==> src/rtl/data_order_check.sv <==
// data_order_check: per-channel counting-pattern checker with lock, mismatch pulse, sticky flag and saturating count.
// Define DATA_ORDER_CHECK_RESYNC_EN to resynchronise the prediction to the received value on a mismatch.
module data_order_check #(
  parameter int NUM_CHANNELS   = 4,
  parameter int CHANNEL_OFFSET = 1024,
  parameter int CHANNEL_WIDTH  = 16,
  parameter int ERR_WIDTH      = 16,
  parameter int STRICT_START   = 0
) (
  input  logic                                    adc_clk,
  input  logic                                    adc_rstn,
  input  logic                                    check_en,
  input  logic                                    reset_count,
  input  logic [NUM_CHANNELS*CHANNEL_WIDTH-1:0]   adc_data_in,
  input  logic [NUM_CHANNELS-1:0]                 adc_enable_in,
  input  logic [NUM_CHANNELS-1:0]                 adc_valid_in,
  output logic [NUM_CHANNELS-1:0]                 check_lock,
  output logic [NUM_CHANNELS-1:0]                 check_err_pulse,
  output logic [NUM_CHANNELS-1:0]                 check_err,
  output logic [NUM_CHANNELS*ERR_WIDTH-1:0]       err_count
);
  typedef enum logic [1:0] {IDLE, WAIT_SEED, TRACK} state_t;
  localparam logic [CHANNEL_WIDTH-1:0] ONE_D = CHANNEL_WIDTH'(1);
  localparam logic [ERR_WIDTH-1:0] ONE_E = ERR_WIDTH'(1);
  localparam logic [ERR_WIDTH-1:0] ERR_MAX = '1;
`ifdef DATA_ORDER_CHECK_RESYNC_EN
  localparam bit RESYNC = 1'b1;
`else
  localparam bit RESYNC = 1'b0;
`endif
  logic rst;
  assign rst = !adc_rstn || reset_count;
  genvar i;
  for (i = 0; i < NUM_CHANNELS; i++) begin : g_ch
    localparam logic [CHANNEL_WIDTH-1:0] SEED = CHANNEL_WIDTH'(CHANNEL_OFFSET * i);
    state_t st_q, st_d;
    logic [CHANNEL_WIDTH-1:0] exp_q, exp_d, d;
    logic [ERR_WIDTH-1:0] cnt_q, cnt_d;
    logic lock_q, pulse_q, err_q, qual, seed_ok, mis;
    assign d = adc_data_in[CHANNEL_WIDTH*i +: CHANNEL_WIDTH];
    assign qual = adc_enable_in[i] && adc_valid_in[i] && check_en;
    assign seed_ok = (STRICT_START == 0) || (d == SEED);
    // A strict-start channel counts a wrong first value as an error but keeps waiting for the seed.
    assign mis = qual && ((st_q == WAIT_SEED && !seed_ok) || (st_q == TRACK && d != exp_q));
    always_comb begin
      st_d = !check_en ? IDLE :
             st_q == IDLE ? WAIT_SEED :
             (st_q == WAIT_SEED && qual && seed_ok) ? TRACK : st_q;
      exp_d = exp_q;
      if (qual && st_q == WAIT_SEED && seed_ok) exp_d = d + ONE_D;
      else if (qual && st_q == TRACK) exp_d = (mis && RESYNC) ? d + ONE_D : exp_q + ONE_D;
      cnt_d = (mis && cnt_q != ERR_MAX) ? cnt_q + ONE_E : cnt_q;
    end
    always_ff @(posedge adc_clk) begin
      if (rst) begin
        st_q    <= check_en ? WAIT_SEED : IDLE;
        exp_q   <= '0;
        cnt_q   <= '0;
        lock_q  <= 1'b0;
        pulse_q <= 1'b0;
        err_q   <= 1'b0;
      end else begin
        st_q    <= st_d;
        exp_q   <= exp_d;
        cnt_q   <= cnt_d;
        lock_q  <= st_d == TRACK;
        pulse_q <= mis;
        err_q   <= err_q || mis;
      end
    end
    assign check_lock[i] = lock_q;
    assign check_err_pulse[i] = pulse_q;
    assign check_err[i] = err_q;
    assign err_count[ERR_WIDTH*i +: ERR_WIDTH] = cnt_q;
  end
endmodule

==> config.mk <==
export PLATFORM = sky130hd
export DESIGN_NAME = data_order_check
export DESIGN_NICKNAME = d
export VERILOG_FILES = /design/src/rtl/data_order_check.sv
export SDC_FILE = /design/constraint.sdc
export NUM_CORES = 1
export LEC_CHECK = 0
export BUFFER_PORTS_ARGS = -buffer_cell sky130_fd_sc_hd__buf_2
export CELL_PAD_IN_SITES_DETAIL_PLACEMENT = 0
export CELL_PAD_IN_SITES_GLOBAL_PLACEMENT = 2
export CORE_MARGIN = 2
export CORE_UTILIZATION = 36
export DETAILED_ROUTE_END_ITERATION = 7
export PLACE_DENSITY_LB_ADDON = 0.1
export SYNTH_ARGS = -nofsm -noshare
export SYNTH_HDL_FRONTEND = slang
export SYNTH_SLANG_ARGS = --single-unit
==> constraint.sdc <==
create_clock -name adc_clk -period 10.6 [get_ports adc_clk]
set_clock_uncertainty 0.1 [all_clocks]
set_input_delay 3.18 -clock adc_clk [delete_from_list [all_inputs] [get_ports adc_clk]]
set_output_delay 3.18 -clock adc_clk [all_outputs]
set_load 0.005 [all_outputs]
# Word level (Yosys, flattened, before mapping)
# Cells that the tools add are included.
# classes
addsub,12
n_eq_ne,20
muxes,25
n_reduce_logical,42
# op_table
cell,n
16-bit by 1-bit adder with 16-bit output (second input constant),12
16-bit 2-to-1 mux,8
16-bit inequality test,4
16-bit inequality test (second input constant),4
2-bit 2-to-1 mux,16
1-bit logical AND,28
2-bit equality test (second input constant),8
2-bit by 1-bit equality test with 1-bit output (second input constant),4
2-bit logical NOT,4
2-bit nonzero test,4
1-bit logical OR,5
1-bit logical NOT,1
1-bit 2-to-1 mux,1
# totals
regBits,148
inputBits,76
output_inout_bits,76
word_cells,123

# Logic depth before layout (Yosys ltp)
# Gate-level depths: netlist of the first run.
# depth
word_depth,7
mapped_depth,13
ltp_nobuf,11

# Least setup slack after synthesis of the first run
# Ideal clock, no wire load.
# synth_timing
path_type,input to register
from,in adc_enable_in[1]
to,reg g_ch[1].exp_q[14]
setup_ps,133
t_arrival_ps,5386
required_time_ps,10367
setup_slack_ps,4982
cell_stages,13
path_cell_list,and3_1 -> clkbuf_1 -> nand2_1 -> clkbuf_1 -> nand2_1 -> nand2_1 -> ha_1 -> clkbuf_1 -> inv_1 -> o31ai_1 -> nor4b_1 -> xnor2_1 -> a21oi_1
# synth_between
elab_chain_cells,4
word_cells_on_any_way,6
classes_between,mux: 1; reduce/logical: 5
# synth_rtl
item,line,source
from (decl),15,"input logic [NUM_CHANNELS-1:0] adc_enable_in,"
1-bit logical AND * (2 in series),41,assign qual = adc_enable_in[i] && adc_valid_in[i] && check_en;
"1-bit logical AND, on equally long branches","50, 51",
16-bit 2-to-1 mux or 2-bit nonzero test (tied branches),--,
to (signal assigned),64,exp_q <= exp_d;
to (decl),37,"logic [CHANNEL_WIDTH-1:0] exp_q, exp_d, d;"
# Mark *: on every way between the ends. The rest lies on a longest branch, timed or not.
# A chain may end at the register's enable or synchronous reset.

# Worst setup path in the final report of the first run
# layout_timing
from,in check_en
to,reg g_ch[3].exp_q[14]
# layout_between
elab_chain_cells,3
word_cells_on_any_way,5
classes_between,mux: 1; reduce/logical: 4
# layout_rtl
item,line,source
from (decl),12,"input logic check_en,"
1-bit logical AND *,41,
"1-bit logical AND, on equally long branches","50, 51",
16-bit 2-to-1 mux or 2-bit nonzero test (tied branches),--,
to (signal assigned),64,
to (decl),37,
# Marked as above.

==> results.ini, run 1 <==
[clock_tree]
cts_buffer_depth = 2
clock-root-buffer = clkbuf_16
htreeDepth = 4
cts.sinks = 148
path_clk_slew_ns = 0.08
ctsHoldBuffers = 0
clock_latency_ns = 0.43
cts_resized = 0
cts_inserted_buffers = 17
cts_setup_buffers = 0
cts_tree = done

[setup_path]
crit_required_ns = 10.85
worstReg2RegStart = g_ch[3].st_q[1]
worstPathArrival_ns = 6.45
setup.worst_path.start_class = input port
ff2ff_path_depth = 11
cp_cell_sequence = buf_2 -> nand2b_1 -> nor2_1 -> nand2_1 -> nand2_1 -> ha_1 -> nand3_1 -> nor4_1 -> or2_2 -> nand4_1 -> xor2_1 -> a211oi_1
slowest_stage = nor2_1
max_stage_delay_ns = 0.68
critPathCaptureType = flip-flop
critPathKind = in2reg
crit_path_max_fanout = 22
worst-r2r-setup-slack_ns = 7.15
crit_top_cell = nand2_1
r2r_end = g_ch[3].exp_q[14]

[hold_path]
hp-class = reg2reg
hold_end = g_ch[1].cnt_q[1]
holdCritStartpoint = g_ch[1].cnt_q[1]
worstHoldPathCells = 2

[yosys]
ys_ff_latch = 148
synth_largest_area_cell = dfxtp_1
synth_flop_cell = dfxtp_1
synthArstFlopShare = 0
synth_area_leaders = dfxtp_1 31%, xor2_1 10%, xnor2_1 5.2%, nand2_1 5.1%, nand3_1 3.7%
synthesis.area_um2 = 9579
synthDistinctLibCells = 69
synth_top_area_share = 0.3093
yosys_warnings = 0
syn-instance-count = 1205
seq_area_frac_synth = 0.3093
synth-edff-count = 0
synthesis.nets = 1289
syn_area_per_cell_um2 = 7.950

[cells_and_area]
fillers = 2749
diodes = 0
fin_nets = 1388
layout-drive-gt1-share = 0.1602
area_growth_pct = 14.86
final_util = 0.4222
fin_area_um2 = 11000

[die]
rows = 59
die_w_um = 167.1
chipHeight_um = 167.1
die-area_um2 = 27930
fp.coreArea_um2 = 26060
start_util = 0.3676
ios = 152

[pwr]
p_total_w = 0.001260
p_leak_nw = 4.017
power_density_nw_per_um2 = 114.6
ir_drop_uv = 86.83

[outcome]
status = complete, no violations

[routing]
routedWlPerCell_um = 17.02
first_iter_violations = 520
ant_nets = 0
dr.pass1.iters = 5
drc = 0
num_vias = 9160
viasPerCell = 5.545
wirelength_um = 28110

[global_route]
grt_max_degree = 71
antenna_found_initial = 0
grt_use_met3 = 0.03073
grt_util_all_layers = 0.1987
use_met1 = 0.2677
grt.busiest_layer = met2
grt_util_met2 = 0.3339
grt_pass1_wl_um = 45960
grt_pass1_vias = 8642
gr-total-overflow = 0

[sta]
slew_viol_final = 0
fin_ws_ns = 4.397
tightest_slew_ns = 0.8476
setup_violations = 0
slew_headroom = 0.4188
fin_crit_ns = 6.203
rsz0062_at_grt = false
fin_crit_sh = 0.5852
tns_ns = 0
max_freq_mhz = 161.2
hold_viol = 0

[placement]
post-place-ws_ns = 3.992
placedInstanceArea_um2 = 10440
portBuffers = 151
dp_hpwl_um = 19890
gp_congestion = 0.8029

[job]
drv_cap = 0

[worst max-delay path, delay by kind of cell]
kind | cells | cell delay, ns
compound gates | 1 | 0.22
xor+xnor | 1 | 0.17
fa+ha+maj | 1 | 0.28
buf+inv | 1 | 0.32
simple gates | 8 | 2.29
[worst max path at each step]
| stage | start | endpoint | slack [ns] |
|---|---|---|---|
| floorplan | adc_enable_in[1] | g_ch[1].exp_q[14] | 4.98 |
| global placement | check_en | g_ch[3].exp_q[14] | 4.12 |
| detailed placement | check_en | g_ch[3].exp_q[14] | 3.99 |
| CTS | check_en | g_ch[3].exp_q[14] | 4.45 |
| global route | check_en | g_ch[3].exp_q[14] | 4.13 |
| finish | check_en | g_ch[3].exp_q[14] | 4.40 |
[report_power, final]
group	switching (W)	leakage [nW]	internal, W	total, W
clock network	0.000285	0.273	0.000311	0.000595
registers	0.00000516	1.19	0.000560	0.000565
logic	0.0000642	2.55	0.0000358	0.000100
[sequential cells by signal (all words and copies together), names as in the netlist]
signal	count
g_ch.exp_q	64
g_ch.pulse_q	4
g_ch.lock_q	4
g_ch.cnt_q	64
g_ch.st_q	8
g_ch.err_q	4
[cell families after synthesis]
logic type	count (synthesis)	synth area share
simple gates	544	0.3029
compound gates	226	0.1528
xor+xnor	168	0.1536
flops	148	0.3093
buf+inv	86	0.04297
mux	25	0.02795
fa+ha+maj	8	0.01045
[cells in the final DEF, fill, tap and decap left out, types with 26 or more instances in the layout]
master	instances
buf_2	151
dfxtp_1	148
nand2_1	131
xor2_1	111
nor2_1	77
nand3_1	71
a21oi_1	63
xnor2_1	57
nand4_1	53
o21ai_0	40
nor4_1	37
a211oi_1	30
or3_1	28
and3_1	26
[Yosys cell counts, types with 3 or more instances]
cell      count
dfxtp_1     148
nand2_1     131
xor2_1      111
nor2_1       77
nand3_1      71
a21oi_1      63
xnor2_1      57
clkbuf_1     53
nand4_1      53
o21ai_0      40
nor4_1       37
a211oi_1     30
or3_1        28
and3_1       26
mux2i_1      23
nand2b_1     21
nor3_1       20
o22ai_1      18
and4_1       17
or4_1        16
o31ai_1      15
buf_4        13
and2_1       10
o211ai_1     10
nor2b_1       9
ha_1          8
inv_1         8
o21a_1        8
o31a_1        7
nor4b_1       6
a311oi_1      4
a31oi_1       4
buf_2         4
o211a_1       4
or2_2         4
buf_6         3
nand3_2       3
o221ai_1      3
[layer usage]
layer,share of wire,wire (um)
met1,0.48,13570
met2,0.47,13250
met3,0.035,991
met4,0.011,304
met5,0,0
[metrics by stage]
step / cells / hold WS [ns]
after floorplan: 1205 / 0.3380
after global placement: 1620 / 0.3484
after detailed placement: 1620 / 0.3722
after CTS: 1652 / 0.3924
after global routing: 1652 / 0.4276
final: 1652 / 0.3953
[cell type report]
cell class | count | area (um2) | area share
clock inverter | 15 | 137.6 | 0.01251
tap | 335 | 419.2 | 0.03809
multi-input combinational | 971 | 6220 | 0.5653
clock buffer | 17 | 425.4 | 0.03866
timing repair buffer | 158 | 808.3 | 0.07346
inverter | 8 | 30.03 | 0.002729
sequential | 148 | 2963 | 0.2693
No activity file was read; power rests on OpenSTA's default activity.
==> run 2, diff against run 1 <==
--- a/config.mk
+++ b/config.mk
@@ -5,11 +5,12 @@
 export SDC_FILE = /design/constraint.sdc
 export NUM_CORES = 1
 export LEC_CHECK = 0
+export ABC_AREA = 1
 export BUFFER_PORTS_ARGS = -buffer_cell sky130_fd_sc_hd__buf_2
 export CELL_PAD_IN_SITES_DETAIL_PLACEMENT = 0
 export CELL_PAD_IN_SITES_GLOBAL_PLACEMENT = 2
 export CORE_MARGIN = 2
-export CORE_UTILIZATION = 36
+export CORE_UTILIZATION = 31
 export DETAILED_ROUTE_END_ITERATION = 7
 export PLACE_DENSITY_LB_ADDON = 0.1
 export SYNTH_ARGS = -nofsm -noshare
==> constraint.sdc (replaced) <==
create_clock -name adc_clk -period 6.4 [get_ports adc_clk]
set_clock_uncertainty 0.1 [all_clocks]
set_input_delay 1.92 -clock adc_clk [delete_from_list [all_inputs] [get_ports adc_clk]]
set_output_delay 1.92 -clock adc_clk [all_outputs]
set_load 0.005 [all_outputs]
==> results.ini, run 2 <==
[outcome]
status = complete, no violations

[yosys]
synth_flop_cell = dfxtp_1
synthTopCellsByCount = 427 x nand2_1, 192 x inv_1, 177 x nor2_1
synth-edff-count = 0  ; unchanged
syn_area_per_cell_um2 = 6.292  ; -21%
syn-instance-count = 1671  ; +39%
synthesis.nets = 1755  ; +36%
seq_area_frac_synth = 0.2818  ; -0.02750
synthDistinctLibCells = 38  ; -45%
yosys_warnings = 0  ; unchanged
synth_area_leaders = dfxtp_1 28%, nand2_1 15%, xor2_1 8.4%, inv_1 6.9%, nor2_1 6.3%
synthesis.area_um2 = 10510  ; +9.8%
synth_largest_area_cell = dfxtp_1
synth_top_area_share = 0.2818  ; -0.02750
synth.most_common_cell = nand2_1
synthArstFlopShare = 0  ; unchanged
ys_ff_latch = 148  ; unchanged

[setup_path]
worstPathArrival_ns = 4.31  ; -2.14 ns
worst-r2r-setup-slack_ns = 3.64  ; -3.51 ns
critPathKind = in2reg
critPathCaptureType = flip-flop
crit_required_ns = 6.63  ; -4.22 ns
r2r_end = g_ch[2].cnt_q[0]
ff2ff_path_depth = 9  ; -2
worstReg2RegStart = g_ch[2].exp_q[3]
crit_path_max_fanout = 24  ; +9.1%
setup.worst_path.start_class = input port

[routing]
num_vias = 10619  ; +16%
viasPerCell = 4.730  ; -15%
ant_nets = 0  ; unchanged
first_iter_violations = 612  ; +18%
wirelength_um = 32820  ; +17%
dr.pass1.iters = 4  ; -1
routedWlPerCell_um = 14.62  ; -14%
drc = 0  ; unchanged

[placement]
portBuffers = 151  ; unchanged
gp_congestion = 0.8088  ; +0.73%
dp_hpwl_um = 23590  ; +19%
post-place-ws_ns = 1.836  ; -2.156 ns

[sta]
hold_ws_ns = 0.3563  ; -0.03896 ns
hold_viol = 0  ; unchanged
setup_violations = 0  ; unchanged
slew_viol_final = 0  ; unchanged
max_freq_mhz = 245.1
slew_headroom = 0.3317  ; -0.08705
tns_ns = 0  ; unchanged
rsz0062_at_grt = false
fin_crit_sh = 0.6375
fin_ws_ns = 2.320  ; -2.077 ns
fin_crit_ns = 4.080
tightest_slew_ns = 1.001  ; +0.1537 ns

[clock_tree]
htreeDepth = 4  ; unchanged
ctsHoldBuffers = 0  ; unchanged
clock-root-buffer = clkbuf_16
cts_buffer_depth = 2  ; unchanged
clock_latency_ns = 0.44  ; about the same
cts_setup_buffers = 0  ; unchanged
cts_tree = done
cts.sinks = 148  ; unchanged
cts_inserted_buffers = 17  ; unchanged
cts_resized = 0  ; unchanged
path_clk_slew_ns = 0.06  ; -0.02 ns

[die]
chipHeight_um = 188.2  ; +13%
ios = 152  ; unchanged
rows = 67  ; +14%
start_util = 0.3143  ; -0.05327
die_w_um = 188.2  ; +13%
fp.coreArea_um2 = 33450  ; +28%
die-area_um2 = 35400  ; +27%

[cells_and_area]
layout-drive-gt1-share = 0.1409  ; -0.01934
final_common_cell = nand2_1
area_growth_pct = 15.78
layout_common_cells = 427 x nand2_1, 191 x inv_1, 176 x nor2_1
reg_top3 = g_ch.cnt_q (64), g_ch.exp_q (64), g_ch.st_q (8)
fin_nets = 1867  ; +35%

[global_route]
grt_pass1_wl_um = 53390  ; +16%
gr-total-overflow = 0  ; unchanged
antenna_found_initial = 4  ; +4
grt_max_degree = 77  ; +8.5%
grt_pass1_vias = 10118  ; +17%
grt_util_all_layers = 0.1875  ; -0.01117

[hold_path]
holdCritStartpoint = g_ch[2].err_q
hold_end = g_ch[2].err_q
worstHoldPathCells = 2  ; unchanged
hp-class = reg2reg

[job]
drv_cap = 0  ; unchanged

[pwr]
p_leak_nw = 5.145  ; +28%
ir_drop_uv = 184.1  ; +110%
power_density_nw_per_um2 = 186.7  ; +63%

-- run 2: cell types whose count changed after synthesis, sizes merged, moves of 25 or more --
cell / delta
nand2: +300
inv: +189
nor2: +121
o21ai: +92
a21oi: +47
nand3: +39
xnor2: -39
nor4: -36
nand4: +34
a211oi: -30
or3: -29
and3: -28
clkbuf: -25
-- run 2: layer usage --
metal | wire length (um) | GRT usage | part of all wire | vias up
met5 | 34 | 0 | 0.0010 | -
met1 | 15780 | 0.2422 | 0.48 | 4768
met2 | 15260 | 0.3176 | 0.46 | 182
li1 | - | - | - | 5638
met4 | 366 | 0.04210 | 0.011 | 6
met3 | 1380 | 0.04211 | 0.042 | 25
-- run 2: cell type report --
type,count,area (um2)
fillers,3687,21280
multi-input cells,1254,6400
repair buffers,163,845.8
inverters,199,752.0
flip-flops and latches,148,2963
clock inverters,13,206.4
diodes,1,2.502
well taps,448,560.5
clock buffers,19,442.9
-- run 2: worst max-delay path by stage --
| stage | start | to | slack [ns] |
|---|---|---|---|
| after floorplan | check_en | g_ch[2].exp_q[14] | 2.79 |
| after global placement | check_en | g_ch[0].exp_q[10] | 1.86 |
| after detailed placement | check_en | g_ch[0].exp_q[10] | 1.84 |
| after CTS | check_en | g_ch[0].exp_q[10] | 2.30 |
| after global routing | adc_data_in[35] | g_ch[2].cnt_q[0] | 2.05 |
| final | check_en | g_ch[0].exp_q[10] | 2.32 |
-- run 2: through the flow --
step           total power (W)  std cells  cell area (um2)  utilization
6_report              0.002273       2245            12170       0.3639
5_1_grt               0.002389       2244            12170       0.3639
4_1_cts               0.002321       2244            12170       0.3639
3_5_place_dp          0.001159       2212            11520       0.3444
3_3_place_gp          0.001160       2212            11520       0.3444
2_1_floorplan         0.001086       1671            10510            -
-- run 2: cells by family (layout without fill, tap and decap cells) --
| family | count (synthesis) | count (layout) | share of synthesized area |
|---|---|---|---|
| compound gates | 251 | 251 | 0.1253 |
| xor+xnor | 119 | 119 | 0.09913 |
| fa+ha+maj | 8 | 8 | 0.009521 |
| buf+inv | 269 | 394 | 0.1102 |
| flops | 148 | 148 | 0.2818 |
| mux | 3 | 3 | 0.002856 |
| other cells | 0 | 1 | 0 |
| simple gates | 873 | 873 | 0.3712 |
-- run 2: critical path, cell delays in order --
cell and delay [ns]:
buf_2 0.29, nand3_2 0.11, nor2_2 0.77, nand2_1 0.14, o21ai_2 0.14, ha_1 0.23, nand2_1 0.08, nor2_2 0.17
nand2_1 0.13, o21ai_1 0.13, nand3_1 0.07, nand2_1 0.08, inv_1 0.04
-- run 2: where the power goes --
group | leakage [nW] | switching (W) | internal [W]
clock | 0.301 | 0.000436 | 0.000701
sequential | 1.19 | 0.00000665 | 0.000930
combinational | 3.65 | 0.000133 | 0.0000652
==> run 3, diff against run 2 <==
==> constraint.sdc (replaced) <==
create_clock -name adc_clk -period 4 [get_ports adc_clk]
set_clock_uncertainty 0.1 [all_clocks]
set_input_delay 1.2 -clock adc_clk [delete_from_list [all_inputs] [get_ports adc_clk]]
set_output_delay 1.2 -clock adc_clk [all_outputs]
set_load 0.005 [all_outputs]
==> results.ini, run 3 (synthesis results as in run 2) <==
[pwr]
ir_drop_uv = 292.0  ; +59%
p_leak_nw = 5.217  ; +1.4%
p_sw_w = 0.0009252  ; +61%
pwr-share-seq = 0.414  ; +0.002
power_density_nw_per_um2 = 294.6  ; +58%
p_total_w = 0.003619  ; +59%
clkPwrFrac = 0.495  ; -0.005
comb_power_share = 0.090  ; +0.003
sw_frac_of_total = 0.2557  ; +0.002241
intPower_w = 0.002694  ; +59%

[hold_path]
hp-class = reg2reg

[clock_tree]
cts_buffer_depth = 2  ; unchanged
htreeDepth = 4  ; unchanged
cts.sinks = 148  ; unchanged
cts_setup_buffers = 0  ; unchanged
ctsHoldBuffers = 0  ; unchanged
cts_inserted_buffers = 17  ; unchanged
cts_resized = 0  ; unchanged
clock_latency_ns = 0.43  ; about the same
cts_tree = done
clock-root-buffer = clkbuf_16
path_clk_slew_ns = 0.06  ; about the same

[routing]
wirelength_um = 33060  ; +0.74%
num_vias = 10620  ; +0.0094%
ant_nets = 0  ; unchanged
viasPerCell = 4.703  ; -0.57%
first_iter_violations = 476  ; -22%
dr.pass1.iters = 5  ; +1
routedWlPerCell_um = 14.64  ; +0.16%
drc = 0  ; unchanged

[sta]
setup_violations = 0  ; unchanged
fin_crit_sh = 0.7635
fin_ws_ns = 0.9461  ; -1.374 ns
max_freq_mhz = 327.5
slew_viol_final = 0  ; unchanged
rsz0062_at_grt = false
tightest_slew_ns = 0.6893  ; -0.3121 ns
hold_viol = 0  ; unchanged
slew_headroom = 0.5400  ; +0.2083
tns_ns = 0  ; unchanged
fin_crit_ns = 3.054

[die]
chipHeight_um = 188.2  ; unchanged
start_util = 0.3143  ; unchanged
rows = 67  ; unchanged
fp.coreArea_um2 = 33450  ; unchanged
die_w_um = 188.2  ; unchanged
ios = 152  ; unchanged
die-area_um2 = 35400  ; unchanged

[setup_path]
crit_required_ns = 4.23  ; -2.40 ns
crit_path_max_fanout = 30  ; +25%
critPathKind = in2reg
worstPathArrival_ns = 3.28  ; -1.03 ns
setup.worst_path.start_class = input port
worst-r2r-setup-slack_ns = 1.32  ; -2.32 ns
critPathCaptureType = flip-flop

[placement]
portBuffers = 151  ; unchanged
dp_hpwl_um = 24410  ; +3.5%
gp_congestion = 0.8183  ; +1.2%
post-place-ws_ns = 0.4779  ; -1.358 ns

[global_route]
grt_pass1_wl_um = 53930  ; +1.0%
grt_util_all_layers = 0.1889  ; +0.001337
grt_pass1_vias = 10156  ; +0.38%
grt_max_degree = 42  ; -45%
gr-total-overflow = 0  ; unchanged
antenna_found_initial = 5  ; +1

[cells_and_area]
fillers = 3749  ; +1.7%
area_growth_pct = 16.85
layout-drive-gt1-share = 0.1471  ; +0.006255
reg_top3 = g_ch.cnt_q (64), g_ch.exp_q (64), g_ch.st_q (8)
layout_common_cells = 427 x nand2_1, 191 x inv_1, 176 x nor2_1
fin_nets = 1879  ; +0.64%
final_common_cell = nand2_1

[job]
drv_cap = 0  ; unchanged

[outcome]
status = complete, no violations

run 3: metal layers:
layer  vias up  track usage  wire length (um)  share of wire
li1       5656            -                 -              -
met1      4809       0.2492             16210           0.49
met2       133       0.3185             15390           0.47
met3        16      0.04155              1222          0.037
met4         6      0.03301               216         0.0065
met5         -            0                25        0.00076
run 3: layout make-up:
| class | instances | area (um2) | share of cell area |
|---|---|---|---|
| clock inverter | 12 | 177.7 | 0.01446 |
| sequential | 148 | 2963 | 0.2412 |
| clock buffer | 20 | 466.7 | 0.03799 |
| inverter | 199 | 752.0 | 0.06121 |
| antenna | 2 | 5.005 | 0.0004074 |
| tap | 448 | 560.5 | 0.04563 |
| multi-input combinational | 1254 | 6400 | 0.5209 |
| timing repair buffer | 175 | 960.9 | 0.07822 |
run 3: critical path: stages:
cell and delay (ns):
buf_2 0.29, nand3_4 0.14, nor2_8 0.37, buf_4 0.30, nand2_1 0.10, o21ai_2 0.09, nand2_1 0.14, nor2_1 0.28
nand3_1 0.12, nand2_1 0.08, nand3_1 0.06, nand2_1 0.06, inv_1 0.03
run 3: per-stage QoR:
step / util / cell area (um2) / hold WS, ns / instances
2_1_floorplan: - / 10510 / 0.3295 / 1671
3_3_place_gp: 0.3479 / 11640 / 0.3394 / 2224
3_5_place_dp: 0.3479 / 11640 / 0.3467 / 2224
4_1_cts: 0.3671 / 12280 / 0.3698 / 2256
5_1_grt: 0.3671 / 12280 / 0.3955 / 2256
6_report: 0.3673 / 12290 / 0.3685 / 2258
run 3: final timing paths:
check                   start           endpoint  cells after the start
max                  check_en  g_ch[2].exp_q[14]                     13
min             g_ch[2].err_q      g_ch[2].err_q                      2
max reg2reg  g_ch[2].cnt_q[0]   g_ch[2].cnt_q[5]                      7
min reg2reg     g_ch[2].err_q      g_ch[2].err_q                      2
run 3: power by group through the flow:
stage | logic (W) | registers, W | clock network [W]
finish | 0.000327 | 0.00150 | 0.00179
detailed placement | 0.000330 | 0.00153 | 0
global route | 0.000371 | 0.00150 | 0.00191
CTS | 0.000332 | 0.00150 | 0.00186
global placement | 0.000331 | 0.00153 | 0
floorplan | 0.000207 | 0.00153 | 0
